--- src/rtl/req_ack_mon_pkg.sv ---
// Shared types and helpers for the req/ack protocol monitor.
// Holds the per-channel state encoding and a width-generic saturating adder.
package req_ack_mon_pkg;

    typedef enum logic {
        IDLE = 1'b0,
        WAIT = 1'b1
    } chan_state_e;

    // Adds two values and clamps the result to the largest value that fits in 'width' bits.
    function automatic logic [31:0] sat_add(
        input logic [31:0] a,
        input logic [31:0] b,
        input int unsigned width
    );
        logic [32:0] sum;
        logic [32:0] lim;
        sum = {1'b0, a} + {1'b0, b};
        lim = (33'd1 << width) - 33'd1;
        return (sum > lim) ? lim[31:0] : sum[31:0];
    endfunction

endpackage

--- src/rtl/req_ack_chan.sv ---
// One req/ack channel: edge detection, IDLE/WAIT tracking, latency counter
// and the channel's own registered result and error pulses.
module req_ack_chan
    import req_ack_mon_pkg::*;
#(
    parameter int unsigned MAX_LAT = 0,
    parameter int unsigned CNT_W   = 8
) (
    input  logic             clk,
    input  logic             rst,
    input  logic             req_i,
    input  logic             ack_i,
    output logic             pending_o,
    output logic             lat_valid_o,
    output logic [CNT_W-1:0] lat_value_o,
    output logic             timeout_o,
    output logic             orphan_o,
    output logic             overlap_o
);

    chan_state_e      state_q, state_d;
    logic [CNT_W-1:0] cnt_q, cnt_d;
    logic [CNT_W-1:0] cnt_inc;
    logic             req_q, ack_q;
    logic             req_rise, ack_rise;
    logic             timeout_hit;

    logic             lat_valid_q, lat_valid_d;
    logic [CNT_W-1:0] lat_value_q, lat_value_d;
    logic             timeout_q, timeout_d;
    logic             orphan_q, orphan_d;
    logic             overlap_q, overlap_d;

    assign req_rise = req_i & ~req_q;
    assign ack_rise = ack_i & ~ack_q;
    assign cnt_inc  = CNT_W'(sat_add(32'(cnt_q), 32'd1, CNT_W));

    // The unsaturated cnt+1 is compared so a limit equal to 2^CNT_W can still fire.
    generate
        if (MAX_LAT == 0) begin : g_no_timeout
            assign timeout_hit = 1'b0;
        end else begin : g_timeout
            assign timeout_hit = ((33'(cnt_q) + 33'd1) == 33'(MAX_LAT));
        end
    endgenerate

    always_ff @(posedge clk) begin
        if (rst) begin
            state_q     <= IDLE;
            cnt_q       <= '0;
            req_q       <= 1'b0;
            ack_q       <= 1'b0;
            lat_valid_q <= 1'b0;
            lat_value_q <= '0;
            timeout_q   <= 1'b0;
            orphan_q    <= 1'b0;
            overlap_q   <= 1'b0;
        end else begin
            state_q     <= state_d;
            cnt_q       <= cnt_d;
            req_q       <= req_i;
            ack_q       <= ack_i;
            lat_valid_q <= lat_valid_d;
            lat_value_q <= lat_value_d;
            timeout_q   <= timeout_d;
            orphan_q    <= orphan_d;
            overlap_q   <= overlap_d;
        end
    end

    always_comb begin
        state_d = state_q;
        cnt_d   = cnt_q;
        case (state_q)
            IDLE: begin
                if (req_rise) begin
                    state_d = WAIT;
                    cnt_d   = '0;
                end
            end
            WAIT: begin
                // A second req rise does not restart the measurement.
                if (ack_rise || timeout_hit) begin
                    state_d = IDLE;
                    cnt_d   = '0;
                end else begin
                    cnt_d = cnt_inc;
                end
            end
            default: begin
                state_d = IDLE;
                cnt_d   = '0;
            end
        endcase
    end

    always_comb begin
        lat_valid_d = 1'b0;
        lat_value_d = '0;
        timeout_d   = 1'b0;
        orphan_d    = 1'b0;
        overlap_d   = 1'b0;
        case (state_q)
            IDLE: begin
                orphan_d = ack_rise;
            end
            WAIT: begin
                lat_valid_d = ack_rise;
                lat_value_d = ack_rise ? cnt_inc : '0;
                timeout_d   = timeout_hit & ~ack_rise;
                overlap_d   = req_rise;
            end
            default: begin
                orphan_d = 1'b0;
            end
        endcase
    end

    assign pending_o   = (state_q == WAIT);
    assign lat_valid_o = lat_valid_q;
    assign lat_value_o = lat_value_q;
    assign timeout_o   = timeout_q;
    assign orphan_o    = orphan_q;
    assign overlap_o   = overlap_q;

endmodule

--- src/rtl/req_ack_monitor.sv ---
// Multi-channel req/ack protocol monitor: per-channel latency and error pulses plus
// a saturating error total. Define REQ_ACK_MON_STRONG_EN to flag eot while requests are open.
module req_ack_monitor
    import req_ack_mon_pkg::*;
#(
    parameter int unsigned NUM_CH  = 4,
    parameter int unsigned MAX_LAT = 0,
    parameter int unsigned CNT_W   = 8,
    parameter int unsigned ERRC_W  = 16
) (
    input  logic                    clk,
    input  logic                    rst,
    input  logic [NUM_CH-1:0]       req,
    input  logic [NUM_CH-1:0]       ack,
    input  logic                    eot,
    output logic [NUM_CH-1:0]       pending,
    output logic [NUM_CH-1:0]       lat_valid,
    output logic [NUM_CH*CNT_W-1:0] lat_value,
    output logic [NUM_CH-1:0]       timeout_err,
    output logic [NUM_CH-1:0]       orphan_err,
    output logic [NUM_CH-1:0]       overlap_err,
    output logic                    unfinished_err,
    output logic [ERRC_W-1:0]       err_count
);

    localparam int unsigned ERR_BITS = 3 * NUM_CH + 1;

    logic                unfinished_q, unfinished_d;
    logic [ERRC_W-1:0]   err_count_q, err_count_d;
    logic [ERR_BITS-1:0] err_vec;
    logic [31:0]         err_inc;

    genvar gi;
    generate
        for (gi = 0; gi < NUM_CH; gi++) begin : g_chan
            req_ack_chan #(
                .MAX_LAT (MAX_LAT),
                .CNT_W   (CNT_W)
            ) u_chan (
                .clk         (clk),
                .rst         (rst),
                .req_i       (req[gi]),
                .ack_i       (ack[gi]),
                .pending_o   (pending[gi]),
                .lat_valid_o (lat_valid[gi]),
                .lat_value_o (lat_value[gi*CNT_W +: CNT_W]),
                .timeout_o   (timeout_err[gi]),
                .orphan_o    (orphan_err[gi]),
                .overlap_o   (overlap_err[gi])
            );
        end
    endgenerate

`ifdef REQ_ACK_MON_STRONG_EN
    assign unfinished_d = eot & (|pending);
`else
    logic unused_eot;
    assign unused_eot   = eot;
    assign unfinished_d = 1'b0;
`endif

    // The total follows the registered pulses, so it settles one cycle after them.
    assign err_vec = {unfinished_q, overlap_err, orphan_err, timeout_err};

    always_comb begin
        err_inc = '0;
        for (int i = 0; i < int'(ERR_BITS); i++) begin
            err_inc = err_inc + 32'(err_vec[i]);
        end
        err_count_d = ERRC_W'(sat_add(32'(err_count_q), err_inc, ERRC_W));
    end

    always_ff @(posedge clk) begin
        if (rst) begin
            unfinished_q <= 1'b0;
            err_count_q  <= '0;
        end else begin
            unfinished_q <= unfinished_d;
            err_count_q  <= err_count_d;
        end
    end

    assign unfinished_err = unfinished_q;
    assign err_count      = err_count_q;

endmodule
--- config.mk ---
export PLATFORM = sky130hd
export DESIGN_NAME = req_ack_monitor
export DESIGN_NICKNAME = d
export VERILOG_FILES = /design/src/rtl/req_ack_mon_pkg.sv /design/src/rtl/req_ack_chan.sv /design/src/rtl/req_ack_monitor.sv
export SDC_FILE = /design/constraint.sdc
export NUM_CORES = 1
export LEC_CHECK = 0
export ABC_AREA = 1
export CAP_MARGIN = 25
export CORE_UTILIZATION = 44
export CTS_BUF_LIST = sky130_fd_sc_hd__clkbuf_16
export DETAILED_ROUTE_END_ITERATION = 7
export PLACE_DENSITY = 0.79
export RECOVER_POWER = 50
export SYNTH_ARGS = -nofsm -noshare
export SYNTH_HDL_FRONTEND = slang
export SYNTH_SLANG_ARGS = --single-unit
--- constraint.sdc ---
create_clock -name clk -period 4 [get_ports clk]
set_input_delay 1.2 -clock clk [delete_from_list [all_inputs] [get_ports clk]]
set_output_delay 1.2 -clock clk [all_outputs]
set_load 0.02 [all_outputs]
# Yosys cells after proc, flatten, opt, wreduce, memory -nomap -nowiden

Cells that the tools add are included.
Widths: inputs -> output; s select.

Memories: 0
Bits in read-only memories: 0
Bits in latches: 0
Bits of input ports: 11
Bits in writable memories: 0
Output and inout port bits: 69
Logic and storage cells: 119
Register bits: 104

$mul: 0
Add/subtract/negate cells: 12
Order comparisons: 5
Reduce and logical (&&, ||, !) cells: 12
Shift operators: 0
Bitwise gates (word level): 24
Mux-type cells: 29
Div/mod/pow operators: 0
Eq/ne operators: 4

Operator list:

| kind                 | number |
|---|---|
| $mux 8               | 12 |
| $pmux 8 s2           | 4 |
| $add 8x1->9 const B  | 4 |
| $gt 9x8->1 const B   | 4 |
| $add 16x8->17        | 1 |
| $gt 17x16->1 const B | 1 |
| $mux 16              | 1 |
| $not 1->1            | 16 |
| $reduce_or 2->1      | 8 |
| $reduce_or 3->1      | 4 |
| $add 7x1->8          | 1 |
| $and 1x1->1          | 8 |
| $mux 1               | 8 |
| $ne 2x1->1 const B   | 4 |
| $pmux 1 s2           | 4 |
| $add 6x1->7          | 1 |
| $add 5x1->6          | 1 |
| $add 4x1->5          | 1 |
| $add 3x1->4          | 1 |
| $add 2x1->3          | 1 |
| $add 1x1->2          | 1 |

# Longest topological paths before layout

Gate-level depths: netlist (run 1).

Depth after elaboration: 10
Depth in mapped cells: 15
Mapped depth without buffers: 15

# Cells and area by module

From an unflattened synthesis (run 1), not the netlist that was laid out.

Cells, all modules: 715
Area total of the unflattened synthesis: 5241.3 µm²

By module, submodules not included:

| module          | cells each | area an instance (µm²) | sequential area each (µm²) | times used |
|---|---|---|---|---|
| req_ack_chan    | 136        | 989.7                  | 440.4                      | 4 |
| req_ack_monitor | 171        | 1282.5                 | 320.3                      | 1 |

# Worst setup path before layout (run 1)

No wires, ideal clock.

Path type: reg-to-reg
Start point: register err_count_q[0], in the netlist err_count[0]
End point: register err_count_q[10], in the netlist err_count[10]
Path slack: 0.297 ns
Stages on the path, launching flop included: 13
Library setup time: 0.069 ns
Path buffers: 1
Arrival time: 3.635 ns
Required time: 3.931 ns
Period minus slack after synthesis: 3.703 ns
Cells stage by stage: dfxtp_1 -> fa_1 -> inv_1 -> fa_1 -> fa_1 -> fa_1 -> fa_1 -> o21ai_2 -> nand2_2 -> nor3_4 -> nand3_4 -> buf_6 -> a21oi_2

Longest elaborated chain between the ends: 3

Ends and longest elaborated chain:

| what                     | RTL line              | RTL |
|---|---|---|
| start: declaration       | req_ack_monitor.sv:29 | `logic [ERRC_W-1:0] err_count_q, err_count_d;` |
| start signal: assignment | req_ack_monitor.sv:79 | `err_count_q <= err_count_d;` |
| $add 16x8->17 *          | req_ack_mon_pkg.sv:18 | `sum = {1'b0, a} + {1'b0, b};` |
| $gt 17x16->1             | req_ack_mon_pkg.sv:20 | `return (sum > lim) ? lim[31:0] : sum[31:0];` |
| $mux 16 *                | req_ack_mon_pkg.sv:20 |  |

Every way passes the cells marked *; elsewhere a longest branch is shown, timed or not.
A chain may end at the register's enable or synchronous reset.

# Worst setup path after layout (run 1)

Start point: register err_count_q[0], in the netlist err_count[0]
End point: register err_count_q[5], in the netlist err_count[5]

Same word-level chain as after synthesis.

==> run summary, run 1 <==
outcome: complete, but fails checks
failing checks: capacitance limit, slew limit
Clock Latency Late Sink: 0.34 ns
Yosys top cell area share: 42.3%
initial drt markers: 214
Post-CTS Hold Fix Bufs: 0
Leakage: 2.74 nW
commonest non-fill, non-tap cells in the layout: 182 x nand2_1, 113 x inv_1, 104 x dfxtp_1, 70 x nor2_1, 66 x clkdlybuf4s50_1
std cell rows: 38
vias: 4,128
CP max stage delay: 0.54 ns
CP required: 4.26 ns
unrepaired setup endpoints after global routing: no
initial antenna violation count: 0
Synth Area per Inst: 7.15 um^2
DRC viols: 0
largest net degree at the start of global routing: 45
1st-pass router iterations: 4
die area: 11,600 um^2
Final Hold Viols: 0
Crit Path Max Fanout: 10
Min Clock Period, post-route: 3.72 ns
Critical Path Source Type: flip-flop
CP endpoint kind: flip-flop
max-slew violation count: 45
cell mode on critical path: fa_1
Fillers: 1,017
Final period util: 93.0%
worst clock skew: 0.00631 ns
Total GRT Usage: 17.4%
Vias per Instance: 4.60
global placement routability congestion: 0.888
Cell variety after synth: 32
starting density of the core: 45.2%
Rel. slew slack: -39.2%
worst path cell trace: fa_1 -> inv_1 -> fa_1 -> fa_1 -> fa_1 -> fa_1 -> o21ai_2 -> nand2_2 -> nor3_4 -> nand3_4 -> buf_12 -> a21oi_1
H-tree depth: 3
CP Class: flip-flop to flip-flop
final net count: 782
commonest non-fill, non-tap cell in the layout: nand2_1
HPWL after detailed placement: 7.08 mm
Sequential Area: 2080 um^2
Seq/Total Area, Yosys: 42.3%
number of buffers added on ports: 73
slack of the worst reg-to-reg path: 0.28 ns
share of cells above drive strength 1: 5.55%
Area contributors post-synth: dfxtp_1 42%, nand2_1 14%, inv_1 8.4%
Boundary Pins: 80
Arrival @ worst endpoint: 3.98 ns
first-pass GRT wire length: 16.0 mm
wire per inst: 10.9 um
TNS Setup: 0 ns
Worst Max-Slew Pin Slew: 2.09 ns
n_diodes: 0
Synth warnings: 0
Slowest cell on crit path: fa_1
fin cells: 897
Final Setup Violations: 0
multi-input logic area: 2200 um^2
Max VDD drop: 181 uV
Pwr Density: 370 nW/um^2
drt total wl: 9.81 mm
remaining antenna violation count: 0
placed cell count: 879
Post-Syn Area: 4920 um^2
Num CTS Buffers: 9
Max Fclk: 269 MHz
largest area contributor in the netlist: dfxtp_1
Max Root-Sink Buffers: 2
Die Wd: 108 um
max_cap viols: 1
chip height: 108 um
CTS tree: built
Reg clk slew, reported paths: 0.07 ns
core area: 10,900 um^2
cells after synthesis: 688
vias in the first global route: 3,642
clk sinks: 104
Resized cells post-CTS: 0
grt total ovfl: 0
worst hold path class: flip-flop to flip-flop
#FFs+latches synth: 104
Root Driver: clkbuf_16
Post-CTS Setup Bufs: 0
Layout area overhead: 21.8%
[worst paths after layout]
| check | startpoint | end | cells past startpoint |
|---|---|---|---|
| worst max-delay path | err_count[0]$_SDFF_PP0_ | err_count[5]$_SDFF_PP0_ | 12 |
| worst min-delay path | g_chan[2].u_chan.req_q$_SDFF_PP0_ | g_chan[2].u_chan.overlap_o$_SDFF_PP0_ | 1 |
| worst max register to register | err_count[0]$_SDFF_PP0_ | err_count[5]$_SDFF_PP0_ | 12 |
| worst min register to register | g_chan[2].u_chan.req_q$_SDFF_PP0_ | g_chan[2].u_chan.overlap_o$_SDFF_PP0_ | 1 |
[state kept, by name, summed over array words and instances, names as in the netlist]
register                   flops
g_chan.u_chan.orphan_o         4
g_chan.u_chan.cnt_q           32
g_chan.u_chan.req_q            4
g_chan.u_chan.ack_q            4
g_chan.u_chan.overlap_o        4
err_count                     16
g_chan.u_chan.lat_value_o     32
g_chan.u_chan.pending_o        4
g_chan.u_chan.lat_valid_o      4
[per-layer routing]
layer	track usage [%]	part of all wire, %
met5	0	0
met4	6.65	0.93
met3	5.08	5.0
met2	27.2	46
met1	22.4	48
[synthesized netlist by cell type]
cell type    n
nand2_1    182
inv_1      110
dfxtp_1    104
nor2_1      70
nand3_1     50
a21oi_1     39
buf_4       21
ha_1        14
nor3_1      11
a21oi_2     10
inv_2       10
o21ai_1     10
xor2_1       7
nand4_1      6
o21bai_1     6
clkbuf_1     5
fa_1         5
xnor2_1      5
o21ai_0      4
a211oi_1     3
clkinv_1     3
buf_1        2
o21a_1       2
a31oi_1      1
buf_6        1
conb_1       1
nand2_2      1
nand3_2      1
nand3_4      1
nand3b_1     1
nor3_4       1
o21ai_2      1
[where the power goes]
part	internal, mW	switching, mW
clock network	0.539	0.361
logic	0.0959	0.137
registers	1.06	0.0222
total	1.70	0.520
[per-stage QoR]
stage / hold slack, ns / worst slack (ns) / utilization (%) / cell area [um^2] / power (mW)
after global routing: 0.440 / 0.0318 / 55.0 / 5990 / 2.32
after global placement: 0.402 / 0.274 / 52.0 / 5660 / 1.34
after detailed placement: 0.410 / 0.224 / 52.0 / 5660 / 1.35
final: 0.415 / 0.281 / 55.0 / 5990 / 2.22
after CTS: 0.419 / 0.170 / 54.8 / 5970 / 2.25
after floorplan: 0.397 / 0.297 / - / 4930 / 1.28
[critical path: cells and delay by family, from the launching register on]
kind | cells | cell delay, ns
simple gates | 3 | 0.45
compound gates | 2 | 0.33
flops | 1 | 0.33
fa+ha+maj | 5 | 2.32
buf+inv | 2 | 0.23
[kinds of logic (layout without fill, tap and decap cells)]
| group | Yosys count | count (layout) | share of synthesized area [%] |
|---|---|---|---|
| xor+xnor | 12 | 12 | 2.14 |
| compound gates | 76 | 76 | 9.16 |
| other cells | 1 | 5 | 0.0762 |
| buf+inv | 152 | 217 | 13.4 |
| simple gates | 324 | 324 | 27.4 |
| fa+ha+maj | 19 | 19 | 5.60 |
| flops | 104 | 104 | 42.3 |
[area by class of cell]
cell class	instances	share of cell area [%]
Inverter	123	7.71
Multi-Input combinational cell	436	36.6
Sequential cell	104	34.7
Timing Repair Buffer	78	12.9
Clock inverter	7	1.34
Tap cell	140	2.92
Clock buffer	9	3.76
Note: power is estimated with default switching activity, not from simulation.
==> run 2, diff against run 1 <==
CORE_UTILIZATION = 54   (was 44)
PLACE_DENSITY = 0.92   (was 0.79)
==> run summary, run 2 (synthesis results as in run 1) <==
outcome: complete, but fails checks (unchanged)
failing checks: capacitance limit, slew limit (unchanged)
Clock Latency Late Sink: 0.34 ns (about the same)
Max VDD drop: 219 uV (was 181 uV)
Power Internal: 1.65 mW (was 1.70 mW)
Final Power: 2.21 mW (was 2.22 mW)
n_diodes: 0 (unchanged)
CTS tree: built (unchanged)
Num CTS Buffers: 9 (unchanged)
CP Launch Point: err_count[0]$_SDFF_PP0_ (unchanged)
initial antenna violation count: 0 (unchanged)
Critical Path Source Type: flip-flop (unchanged)
Resized cells post-CTS: 0 (unchanged)
clk sinks: 104 (unchanged)
slack of the worst reg-to-reg path: 0.12 ns (was 0.28 ns)
DRC viols: 0 (unchanged)
grt total ovfl: 0 (unchanged)
drt total wl: 10.8 mm (was 9.81 mm)
Switching Fraction: 25.2% (was 23.5%)
CP required: 4.27 ns (was 4.26 ns)
Pwr Density: 371 nW/um^2 (was 370 nW/um^2)
final net count: 786 (was 782)
Fillers: 696 (was 1,017)
vias: 4,462 (was 4,128)
Hold Startpoint: g_chan[2].u_chan.req_q$_SDFF_PP0_ (unchanged)
Root Driver: clkbuf_16 (unchanged)
Reg2Reg Depth: 12 (unchanged)
worst r2r src: err_count[0]$_SDFF_PP0_ (unchanged)
Final period util: 97.0% (was 93.0%)
number of buffers added on ports: 73 (unchanged)
Crit Path Max Fanout: 15 (was 10)
std cell rows: 34 (was 38)
Hold WS: 0.417 ns (was 0.415 ns)
chip height: 97.5 um (was 108 um)
max-slew violation count: 40 (was 45)
share of power burned in registers: 49.2% (was 49.0%)
Arrival @ worst endpoint: 4.15 ns (was 3.98 ns)
CP endpoint kind: flip-flop (unchanged)
1st-pass router iterations: 4 (unchanged)
Vias per Instance: 5.13 (was 4.60)
final worst slack: 0.119 ns (was 0.281 ns)
Leakage: 2.74 nW (about the same)
Reg clk slew, reported paths: 0.07 ns (about the same)
starting density of the core: 56.1% (was 45.2%)
HPWL after detailed placement: 7.66 mm (was 7.08 mm)
Final Setup Violations: 0 (unchanged)
CP Class: flip-flop to flip-flop (unchanged)
Rel. slew slack: -17.6% (was -39.2%)
H-tree depth: 3 (unchanged)
Min Clock Period, post-route: 3.88 ns (was 3.72 ns)
vias in the first global route: 4,255 (was 3,642)
first-pass GRT wire length: 18.1 mm (was 16.0 mm)
worst hold path class: flip-flop to flip-flop (unchanged)
DP Worst Slack: 0.131 ns (was 0.224 ns)
Boundary Pins: 80 (unchanged)
Psw: 558 uW (was 520 uW)
reg2reg end: err_count[1]$_SDFF_PP0_ (was err_count[5]$_SDFF_PP0_)
clock group share of total power: 40.0% (was 40.6%)
die area: 9500 um^2 (was 11,600 um^2)
largest net degree at the start of global routing: 40 (was 45)
Max Fclk: 258 MHz (was 269 MHz)
Total GRT Usage: 23.0% (was 17.4%)
Worst Hold Path EP: g_chan[2].u_chan.overlap_o$_SDFF_PP0_ (unchanged)
worst clock skew: 0.00619 ns (was 0.00631 ns)
remaining antenna violation count: 0 (unchanged)
share of cells above drive strength 1: 6.44% (was 5.55%)
Layout area overhead: 21.4% (was 21.8%)
max_cap viols: 1 (unchanged)
wire per inst: 12.4 um (was 10.9 um)
Worst Max-Slew Pin Slew: 1.76 ns (was 2.09 ns)
Die Wd: 97.5 um (was 108 um)
commonest non-fill, non-tap cells in the layout: 182 x nand2_1, 110 x inv_1, 104 x dfxtp_1, 70 x nor2_1, 65 x clkdlybuf4s50_1 (was 182 x nand2_1, 113 x inv_1, 104 x dfxtp_1, 70 x nor2_1, 66 x clkdlybuf4s50_1)
Max Root-Sink Buffers: 2 (unchanged)
Final Hold Viols: 0 (unchanged)
initial drt markers: 218 (was 214)
commonest non-fill, non-tap cell in the layout: nand2_1 (unchanged)
core area: 8760 um^2 (was 10,900 um^2)
global placement routability congestion: 0.939 (was 0.888)
Comb pwr share: 10.8% (was 10.5%)
Hold Path Depth: 1 (unchanged)
[run 2: final cells by class]
class	instances	area, um^2	share of cell area (%)
multi-input combinational	436	2200	36.8
sequential	104	2080	34.9
timing repair buffer	82	792	13.3
inverter	123	462	7.73
clock buffer	9	225	3.77
tap	108	135	2.26
clock inverter	7	78.8	1.32
[run 2: worst max-delay path, cell delays in order, from the launching register on]
cell and delay [ns]:
dfxtp_1 0.35, fa_1 0.55, inv_1 0.05, fa_1 0.49, fa_1 0.43, fa_1 0.41, fa_1 0.43, o21ai_2 0.20
nand2_2 0.10, nor3_4 0.26, nand3_4 0.23, buf_4 0.21, a21oi_2 0.11
[run 2: how the worst max path moves through the flow]
stage          slack (ns)                       end
2_1_floorplan        0.30  err_count[10]$_SDFF_PP0_
6_report             0.12   err_count[1]$_SDFF_PP0_
5_1_grt            -0.009  err_count[12]$_SDFF_PP0_
4_1_cts              0.11   err_count[9]$_SDFF_PP0_
3_5_place_dp         0.13   err_count[9]$_SDFF_PP0_
3_3_place_gp         0.23  err_count[14]$_SDFF_PP0_
[run 2: through the flow]
stage	setup TNS (ns)	area (um^2)	util (%)	instances
after floorplan	0	4930	-	692
after global placement	0	5620	64.1	846
after detailed placement	0	5620	64.1	846
after CTS	0	5920	67.5	862
after global routing	-0.0311	5970	68.1	869
final	0	5970	68.1	869
[run 2: power groups by stage]
stage | clock network [mW] | logic [mW] | registers (mW)
after floorplan | 0 | 0.155 | 1.12
after global placement | 0 | 0.227 | 1.11
after detailed placement | 0 | 0.240 | 1.11
after CTS | 0.901 | 0.241 | 1.09
after global routing | 0.944 | 0.267 | 1.09
final | 0.885 | 0.239 | 1.09
[run 2: per-layer routing]
layer | global-route usage (%) | up-vias | share of wire, %
li1 | - | 2240 | -
met1 | 25.5 | 2022 | 40
met2 | 41.0 | 165 | 52
met3 | 4.82 | 35 | 5.7
met4 | 12.3 | 0 | 2.4
met5 | 0 | - | 0
[run 2: repair_timing]
action                     in CTS  in global routing
buffers inserted                0                  7
setup endpoints to repair       0                  5
hold buffers                    0                  0
==> run 3, diff against run 2 <==
CTS_CLUSTER_SIZE = 25   (was unset)
==> results of run 3 <==
Final layout, timing and power as in run 2 (identical DEF).
